`src/rtl/adder_reservation_stations.sv`:
```
// rtl/adder_reservation_stations.sv - adder reservation stations with register renaming, pipelined adder and result bus
module adder_reservation_stations #(
  parameter int NUM_RS        = 3,
  parameter int ADDER_LATENCY = 2
) (
  input  logic        clock,
  input  logic        reset,
  input  logic        issue,
  input  logic [5:0]  operation,
  input  logic [2:0]  execution_unit,
  input  logic [4:0]  Dest_address,
  input  logic [4:0]  A_address,
  input  logic [4:0]  B_address,
  output logic        issue_error,
  output logic        adder_available,
  output logic [5:0]  adder_RS_available,
  output logic [5:0]  RS_issued,
  output logic [5:0]  RS_executing_adder,
  output logic [5:0]  RS_finished,
  output logic        adder_rts,
  output logic [31:0] result_value,
  output logic [4:0]  result_dest
);

  // A latency below one would leave no pipeline stage to hold the dispatched op.
  localparam int LAT = (ADDER_LATENCY < 1) ? 1 : ADDER_LATENCY;

  // Architectural register file and register-status (rename) table.
  logic [31:0] r_regs   [32];
  logic [5:0]  r_status [32];

  // Station fields; station index i carries tag i+1.
  logic        r_busy [NUM_RS];
  logic        r_exec [NUM_RS];
  logic [2:0]  r_func [NUM_RS];
  logic [4:0]  r_dest [NUM_RS];
  logic [31:0] r_vj   [NUM_RS];
  logic [5:0]  r_qj   [NUM_RS];
  logic [31:0] r_vk   [NUM_RS];
  logic [5:0]  r_qk   [NUM_RS];

  // Adder pipeline: stage 0 is loaded on dispatch, stage LAT is the result bus.
  logic        r_pv    [LAT+1];
  logic [5:0]  r_ptag  [LAT+1];
  logic [4:0]  r_pdest [LAT+1];
  logic [31:0] r_pval  [LAT+1];

  // Registered one-cycle pulses.
  logic        r_issue_error;
  logic [5:0]  r_rs_issued;
  logic [5:0]  r_rs_exec;

  logic        w_free_found;
  logic [5:0]  w_free_tag;
  logic        w_disp_found;
  logic [5:0]  w_disp_tag;
  logic [2:0]  w_disp_func;
  logic [4:0]  w_disp_dest;
  logic [31:0] w_disp_vj;
  logic [31:0] w_disp_vk;
  logic        w_issue_ok;
  logic        w_issue_err;
  logic        w_bc_valid;
  logic [5:0]  w_bc_tag;
  logic [4:0]  w_bc_dest;
  logic [31:0] w_bc_value;
  logic [5:0]  w_stat_a;
  logic [5:0]  w_stat_b;
  logic [31:0] w_cap_vj;
  logic [5:0]  w_cap_qj;
  logic [31:0] w_cap_vk;
  logic [5:0]  w_cap_qk;
  logic        w_unused_op;

  // Only the low three opcode bits select the ALU function.
  assign w_unused_op = ^operation[5:3];

  function automatic logic [31:0] f_alu(input logic [2:0] func, input logic [31:0] a,
                                        input logic [31:0] b);
    logic [31:0] res;
    case (func)
      3'b000:  res = a + b;
      3'b001:  res = a - b;
      3'b100:  res = a | b;
      3'b101:  res = a & b;
      3'b110:  res = ~a;
      3'b111:  res = a ^ b;
      default: res = 32'd0;
    endcase
    return res;
  endfunction

  // The last pipeline stage is the result bus seen by stations and the register file.
  assign w_bc_valid = r_pv[LAT];
  assign w_bc_tag   = r_ptag[LAT];
  assign w_bc_dest  = r_pdest[LAT];
  assign w_bc_value = r_pval[LAT];

  // Lowest-index free station, from current state only (a station freed on this edge is offered next cycle).
  always_comb begin
    w_free_found = 1'b0;
    w_free_tag   = 6'd0;
    for (int i = 0; i < NUM_RS; i++) begin
      if (!w_free_found && !r_busy[i]) begin
        w_free_found = 1'b1;
        w_free_tag   = 6'(i + 1);
      end
    end
  end

  // Lowest-index station with both operands ready and not yet dispatched.
  always_comb begin
    w_disp_found = 1'b0;
    w_disp_tag   = 6'd0;
    w_disp_func  = 3'd0;
    w_disp_dest  = 5'd0;
    w_disp_vj    = 32'd0;
    w_disp_vk    = 32'd0;
    for (int i = 0; i < NUM_RS; i++) begin
      if (!w_disp_found && r_busy[i] && !r_exec[i] && r_qj[i] == 6'd0 && r_qk[i] == 6'd0) begin
        w_disp_found = 1'b1;
        w_disp_tag   = 6'(i + 1);
        w_disp_func  = r_func[i];
        w_disp_dest  = r_dest[i];
        w_disp_vj    = r_vj[i];
        w_disp_vk    = r_vk[i];
      end
    end
  end

  assign w_issue_ok  = issue && (execution_unit == 3'b000) && w_free_found;
  assign w_issue_err = issue && !w_issue_ok;

  // Operand capture at issue: register value, forwarded broadcast, or producer tag.
  always_comb begin
    w_stat_a = r_status[A_address];
    w_stat_b = r_status[B_address];
    w_cap_vj = 32'd0;
    w_cap_qj = w_stat_a;
    w_cap_vk = 32'd0;
    w_cap_qk = w_stat_b;
    if (w_stat_a == 6'd0) begin
      w_cap_vj = r_regs[A_address];
    end else if (w_bc_valid && w_bc_tag == w_stat_a) begin
      w_cap_vj = w_bc_value;
      w_cap_qj = 6'd0;
    end
    if (w_stat_b == 6'd0) begin
      w_cap_vk = r_regs[B_address];
    end else if (w_bc_valid && w_bc_tag == w_stat_b) begin
      w_cap_vk = w_bc_value;
      w_cap_qk = 6'd0;
    end
  end

  // Register file write-back and rename table; a new issue to the same register overrides the clear.
  always_ff @(posedge clock or posedge reset) begin
    if (reset) begin
      for (int i = 0; i < 32; i++) begin
        r_regs[i]   <= 32'(i);
        r_status[i] <= 6'd0;
      end
    end else begin
      if (w_bc_valid) begin
        r_regs[w_bc_dest] <= w_bc_value;
        if (r_status[w_bc_dest] == w_bc_tag) begin
          r_status[w_bc_dest] <= 6'd0;
        end
      end
      if (w_issue_ok) begin
        r_status[Dest_address] <= w_free_tag;
      end
    end
  end

  // Station lifecycle: allocate on issue, resolve tags from the bus, mark dispatch, free on completion.
  always_ff @(posedge clock or posedge reset) begin
    if (reset) begin
      for (int i = 0; i < NUM_RS; i++) begin
        r_busy[i] <= 1'b0;
        r_exec[i] <= 1'b0;
        r_func[i] <= 3'd0;
        r_dest[i] <= 5'd0;
        r_vj[i]   <= 32'd0;
        r_qj[i]   <= 6'd0;
        r_vk[i]   <= 32'd0;
        r_qk[i]   <= 6'd0;
      end
    end else begin
      for (int i = 0; i < NUM_RS; i++) begin
        if (w_bc_valid && w_bc_tag == 6'(i + 1)) begin
          r_busy[i] <= 1'b0;
          r_exec[i] <= 1'b0;
        end else if (r_busy[i]) begin
          if (w_bc_valid && r_qj[i] == w_bc_tag) begin
            r_vj[i] <= w_bc_value;
            r_qj[i] <= 6'd0;
          end
          if (w_bc_valid && r_qk[i] == w_bc_tag) begin
            r_vk[i] <= w_bc_value;
            r_qk[i] <= 6'd0;
          end
          if (w_disp_found && w_disp_tag == 6'(i + 1)) begin
            r_exec[i] <= 1'b1;
          end
        end else if (w_issue_ok && w_free_tag == 6'(i + 1)) begin
          r_busy[i] <= 1'b1;
          r_exec[i] <= 1'b0;
          r_func[i] <= operation[2:0];
          r_dest[i] <= Dest_address;
          r_vj[i]   <= w_cap_vj;
          r_qj[i]   <= w_cap_qj;
          r_vk[i]   <= w_cap_vk;
          r_qk[i]   <= w_cap_qk;
        end
      end
    end
  end

  // Fully pipelined adder: compute on dispatch, then shift toward the result bus; idle slots carry zeros.
  always_ff @(posedge clock or posedge reset) begin
    if (reset) begin
      for (int j = 0; j <= LAT; j++) begin
        r_pv[j]    <= 1'b0;
        r_ptag[j]  <= 6'd0;
        r_pdest[j] <= 5'd0;
        r_pval[j]  <= 32'd0;
      end
    end else begin
      r_pv[0]    <= w_disp_found;
      r_ptag[0]  <= w_disp_found ? w_disp_tag : 6'd0;
      r_pdest[0] <= w_disp_found ? w_disp_dest : 5'd0;
      r_pval[0]  <= w_disp_found ? f_alu(w_disp_func, w_disp_vj, w_disp_vk) : 32'd0;
      for (int j = 1; j <= LAT; j++) begin
        r_pv[j]    <= r_pv[j-1];
        r_ptag[j]  <= r_ptag[j-1];
        r_pdest[j] <= r_pdest[j-1];
        r_pval[j]  <= r_pval[j-1];
      end
    end
  end

  // Status pulses for the cycle after the issue/dispatch decision.
  always_ff @(posedge clock or posedge reset) begin
    if (reset) begin
      r_issue_error <= 1'b0;
      r_rs_issued   <= 6'd0;
      r_rs_exec     <= 6'd0;
    end else begin
      r_issue_error <= w_issue_err;
      r_rs_issued   <= w_issue_ok ? w_free_tag : 6'd0;
      r_rs_exec     <= w_disp_found ? w_disp_tag : 6'd0;
    end
  end

  assign issue_error        = r_issue_error;
  assign adder_available    = w_free_found;
  assign adder_RS_available = w_free_tag;
  assign RS_issued          = r_rs_issued;
  assign RS_executing_adder = r_rs_exec;
  assign RS_finished        = w_bc_tag;
  assign adder_rts          = w_bc_valid;
  assign result_value       = w_bc_value;
  assign result_dest        = w_bc_dest;

endmodule

```
`config.mk`:
```
export PLATFORM = sky130hd
export DESIGN_NAME = adder_reservation_stations
export DESIGN_NICKNAME = d
export VERILOG_FILES = /design/src/rtl/adder_reservation_stations.sv
export SDC_FILE = /design/constraint.sdc
export NUM_CORES = 2
export LEC_CHECK = 0
export ABC_AREA = 1
export CORE_AREA = 8 8 610 612
export DETAILED_ROUTE_END_ITERATION = 16
export DIE_AREA = 0 0 618 620
export HOLD_SLACK_MARGIN = 0.02
export PLACE_DENSITY = 0.34
export SYNTH_ARGS = -nofsm -noshare
export SYNTH_HDL_FRONTEND = slang
export SYNTH_SLANG_ARGS = --single-unit
export TNS_END_PERCENT = 10
```
`constraint.sdc`:
```
create_clock -name clock -period 143.9 [get_ports clock]
set_input_delay 21.585 -clock clock [delete_from_list [all_inputs] [get_ports clock]]
set_output_delay 21.585 -clock clock [all_outputs]
set_load 0.02 [all_outputs]
```
=== Yosys cells after proc, flatten, opt, wreduce, memory -nomap -nowiden ===
Index checks and enable logic that the tools add are counted.

* Register bits after elaboration: 1613
* Input bits: 27
* Output and inout port bits: 64
* Logic and storage cells: 350

* Add/subtract/negate cells: 2
* Order comparisons: 6
* Equality and inequality tests: 32
* Mux-type cells: 120
* Bitwise gates (word level): 16
* Reductions and logical operators: 72

{| class="wikitable"
|+ Operators with widths
! kind !! number
|-
| 32-bit two-way mux || 34
|-
| 1024-bit bitwise mux || 1
|-
| 192-bit two-way mux || 3
|-
| 32-bit binary-select mux with 5-bit select || 2
|-
| 6-bit two-way mux || 35
|-
| 192-bit AND || 1
|-
| 192-bit bitwise mux || 1
|-
| 192-bit inverter || 1
|-
| 32-bit one-hot mux with 6 select lines || 1
|-
| 32-bit demux with 5-bit select || 1
|-
| 6-bit binary-select mux with 5-bit select || 3
|-
| 6-bit demux with 5-bit select || 2
|-
| 6-bit equality test || 9
|-
| 6-bit zero test || 8
|-
| 6-bit by 2-bit equality test with 1-bit output (second input constant) || 6
|-
| 1-bit logical AND || 35
|-
| 32-bit adder || 1
|-
| 32-bit AND || 1
|-
| 32-bit inverter || 1
|-
| 32-bit bitwise OR || 1
|-
| 32-bit subtractor || 1
|-
| 32-bit bitwise XOR || 1
|-
| 1-bit two-way mux || 29
|-
| 3-bit AND reduction || 9
|-
| 17 further kinds || 61
|}

=== Depth between registers and ports, before layout ===
* Word-level depth: 22
* Mapped depth: 37
* Gate-level depth less buffers: 36

=== Worst setup path before layout ===
OpenSTA, ideal clock, no wires.

* Path type: input port to flip-flop
* Start point: in B_address[0]
* End point: reg r_vk[14] in the netlist's numbering
* Setup time: 0.121 ns
* Data arrival time: 23.497 ns
* Data required time: 143.779 ns
* Slack: 120.281 ns
* Stages on the path: 18
* Buffers on the path: 4
* Cell sequence: buf_4 > buf_6 > buf_2 > a21oi_1 > o21ai_1 > nand3_1 > o211ai_1 > o21ai_1 > nand2_1 > nand2_1 > nand2_1 > nor3_4 > buf_2 > nor2_1 > nand2_1 > nand2_1 > nand2_1 > a21oi_1

* Cells in the longest elaborated chain, start to end: 10
* Elaborated cells on any way between the ends: 14
* Those cells by class: eq/ne (1); mux (10); bitwise (1); reduce/logical (2)

{| class="wikitable"
|+ Ends and longest elaborated chain
! what !! line !! text
|-
| start: declaration || 13 || <nowiki>input logic [4:0] B_address,</nowiki>
|-
| 5-bit inverter with 6-bit output (not written as such) (*) || 137, 149 ||
|-
| 6-bit binary-select mux with 5-bit select || 137 || <nowiki>w_stat_b = r_status[B_address];</nowiki>
|-
| 6-bit two-way mux (not written as such) (2 in series) || 137 ||
|-
| 6-bit equality test || 150 || <nowiki>end else if (w_bc_valid && w_bc_tag == w_stat_b) begin</nowiki>
|-
| 1-bit logical AND || 150 ||
|-
| 32-bit two-way mux || 150 ||
|-
| 32-bit two-way mux (*) || 148 || <nowiki>if (w_stat_b == 6'd0) begin</nowiki>
|-
| 32-bit two-way mux (*) || 206 || <nowiki>end else if (w_issue_ok && w_free_tag == 6'(i + 1)) begin</nowiki>
|-
| 32-bit two-way mux (*) || 194 || <nowiki>end else if (r_busy[i]) begin</nowiki>
|-
| end signal: indexed assignment || 200 || <nowiki>r_vk[i] <= w_bc_value;</nowiki>
|-
| end signal: indexed assignment || 213 || <nowiki>r_vk[i] <= w_cap_vk;</nowiki>
|-
| end: declaration || 39 || <nowiki>logic [31:0] r_vk [NUM_RS];</nowiki>
|}

Mark *: on every way between the ends. The rest lies on a longest branch, timed or not. The select of a mux whose other input is x is not followed.
A chain may end at the register's enable or synchronous reset.

=== Final worst setup path ===
* Start point: in B_address[0]
* End point: reg r_vk[82] in the netlist's numbering

Same word-level chain as after synthesis.

==> impl_metrics.toml <==
[run_status]
outcome = "complete, no violations"

[grt]
globalRouteTotalUtil_pct = 23.0
grt_first_pass_wirelength_um = 648000
overflow = 0
antenna_found_initial = 13
grt_max_degree = 177
grt_pass1_vias = 84900

[setup_path]
cp-end-kind = "flop"
path_max_fanout = 104
crit_path_start_kind = "input port"
required_ns = 144.71
critPathKind = "in -> reg"
critPathArrivalTime_ns = 28.40

[sta]
rsz0062_at_grt = "no"
fin_skew_ns = 0.0614
finalHoldViolations = 0
finalSetupViolCount = 0
slew_headroom_pct = 14.8
slew_violations = 0
tightest_slew_ns = 1.28
fin_crit_ns = 27.60
finalSetupTns_ns = 0
max_freq_ghz = 0.0362
period_share_pct = 19.2

[route]
remaining_drc_errors = 0
drtAntennaViolNets = 0
drt_iter0_markers = 8722
first_pass_iters = 8
avgRoutedWirePerCell_um = 27.2
avgViaCountPerCell = 5.19
num_vias = 87000
wl_um = 455000

[cts]
h-tree-depth = 4
clk_pin_slew_ns = 0.06
clockBufferDepth = 4
cts_resized = 0
clkLatencyLatePin_ns = 0.92
cts_hold_buf = 0
cts_root_buf = "clkbuf_16"
cts_setup_buffers = 0
cts_buffers = 209
cts_tree = "built"
clock-sinks = 1597

[yosys]
syn-mean-instance-area_um2 = 7.35
yosysUniqueCellTypes = 69
yosysWarnings = 0
syn_inst = 12300
async_flop_share_pct = 100
ys.flop_type = "dfrtp_1"
synth_edf_count = 0
syn_area_um2 = 90200
synth-seq-cells = 1597
seq_area_frac_synth_pct = 44.4

[pwr]
p_leak_nw = 44.4
peakVddDrop_mv = 0.00803
p_per_area_nw_per_um2 = 10.4

[placed_design]
routabilityCongestion = 0.831
portBuffers = 71
place_hpwl_um = 274000

[floorplanning]
die_y_um = 620
core_um2 = 363000
initial_core_util_pct = 24.8
die_w_um = 618
rows = 222
io_pins = 91
die-area_um2 = 383000

[layout]
finalNetCount = 11900
final_util_pct = 28.0
drive_above_1_share_pct = 7.01
areaGrowthSynthToFinish_pct = 12.8

[min_path]
hp-class = "reg -> reg"

[run]
maxCapViolCount = 0
[registers in the layout (all words and copies together) (netlist names), 3 cells and up]
signal and count:
r_vk 96, r_regs 1024, result_dest 5, r_dest 15
r_pdest 10, r_vj 96, result_value 32, r_qj 18
r_status 192, r_pval 64, r_busy 3, r_func 9
r_exec 3, r_qk 18
[worst paths after layout]
| check | start | endpoint | slack (ns) | cells after the start |
|---|---|---|---|---|
| max | B_address[0] | r_vk[82] | 116.30 | 15 |
| min in group asynchronous | reset | r_regs[271] | 21.26 | 2 |
| min reg2reg | r_pval[95] | r_pval[63] | 0.32 | 0 |
| min | r_pval[95] | r_pval[63] | 0.32 | 0 |
| max reg2reg | r_busy[2] | r_pval[86] | 135.15 | 32 |
| max in group asynchronous | reset | r_pval[38] | 117.64 | 8 |
[synth_stat cells, types with 7 or more instances]
master | number | area (µm²)
o21ai_0 | 2235 | 11200
nand2_1 | 1813 | 6810
a21oi_1 | 1584 | 7930
dfrtp_1 | 1517 | 38000
nor2_1 | 1183 | 4440
inv_1 | 1073 | 4030
nand3_1 | 779 | 3900
clkbuf_1 | 709 | 2660
o211ai_1 | 318 | 2390
buf_2 | 133 | 666
buf_1 | 127 | 477
o21ai_1 | 122 | 611
ha_1 | 93 | 1160
buf_4 | 81 | 608
dfstp_2 | 80 | 2100
o22ai_1 | 52 | 325
xor2_1 | 34 | 298
inv_2 | 30 | 113
nand4_1 | 28 | 175
a221o_1 | 24 | 240
clkinv_1 | 24 | 90.1
a221oi_1 | 19 | 166
nor3_1 | 17 | 85.1
a22oi_1 | 14 | 105
o21ai_2 | 14 | 123
o221ai_1 | 14 | 123
nor4_1 | 12 | 75.1
nand2_2 | 11 | 68.8
nor2_4 | 9 | 101
buf_6 | 8 | 90.1
o31ai_1 | 8 | 60.1
a211oi_1 | 7 | 52.6
a41oi_1 | 7 | 61.3
[area by class of cell]
| class | count | area (µm²) |
|---|---|---|
| fill | 39500 | 262000 |
| clock inverter | 50 | 439 |
| tap | 4816 | 6030 |
| multi-input combinational | 8495 | 41600 |
| inverter | 1128 | 4310 |
| sequential | 1597 | 40100 |
| timing repair buffer | 342 | 2870 |
| clock buffer | 326 | 6370 |
| antenna | 5 | 12.5 |
[power by group]
part           switching, mW  internal [mW]  total [mW]
clock                  0.222          0.312       0.535
sequential        0.00000438          0.449       0.449
combinational         0.0610         0.0175      0.0786
total                  0.283          0.779        1.06
[cell usage in the layout (no fill, tap or decap), types with 16 or more instances in the layout]
cell	instances
a21oi_1	1584
a221o_1	24
a221oi_1	19
buf_4	265
clkbuf_1	53
clkbuf_16	214
clkbuf_8	59
clkdlybuf4s50_1	61
clkinv_1	17
clkinv_2	39
conb_1	16
dfrtp_1	1514
dfstp_2	80
ha_1	93
inv_1	1069
inv_2	22
nand2_1	1808
nand2_2	16
nand3_1	778
nand4_1	28
nor2_1	1157
nor2_4	36
nor3_1	17
o211ai_1	318
o21ai_0	2232
o21ai_1	122
o21ai_2	16
o22ai_1	52
xor2_1	34
[worst max-delay path, stage by stage]
cell and delay [ns]:
buf_8 0.44, buf_4 0.89, buf_4 0.75, buf_4 0.70, buf_4 0.80, buf_4 0.78
buf_4 0.62, o21ai_0 0.17, o21ai_0 0.20, o211ai_1 0.11, a21oi_1 0.21, o21ai_1 0.10
nand2_1 0.44, nand2_1 0.11, a21oi_1 0.17
[through the flow]
| stage | std cells | total power, mW | hold slack (ns) | area [µm²] | worst slack, ns |
|---|---|---|---|---|---|
| floorplan | 12300 | 0.507 | 0.331 | 90200 | 77.38 |
| global placement | 16400 | 0.536 | 0.334 | 94900 | 115.57 |
| detailed placement | 16400 | 0.536 | 0.335 | 94900 | 115.55 |
| CTS | 16800 | 1.08 | 0.340 | 102000 | 116.51 |
| global route | 16800 | 1.10 | 0.348 | 102000 | 115.97 |
| finish | 16800 | 1.06 | 0.321 | 102000 | 116.30 |
[kinds of logic after synthesis]
| logic type | count (synthesis) | share of synthesized area, % |
|---|---|---|
| flops | 1597 | 44.4 |
| compound gates | 4462 | 26.4 |
| simple gates | 3886 | 17.7 |
| buf+inv | 2190 | 9.77 |
| fa+ha+maj | 94 | 1.31 |
| xor+xnor | 36 | 0.350 |
| other cells | 1 | 0.00416 |
| mux | 1 | 0.0111 |
[layer usage]
| layer | routed length [µm] | vias up | GRT usage [%] |
|---|---|---|---|
| met5 | 12 | - | 0 |
| met4 | 15400 | 2 | 7.16 |
| met3 | 26100 | 676 | 2.99 |
| met2 | 207000 | 3150 | 37.5 |
| met1 | 207000 | 43100 | 31.7 |
| li1 | - | 40100 | - |
(Power assumes the default switching activity.)
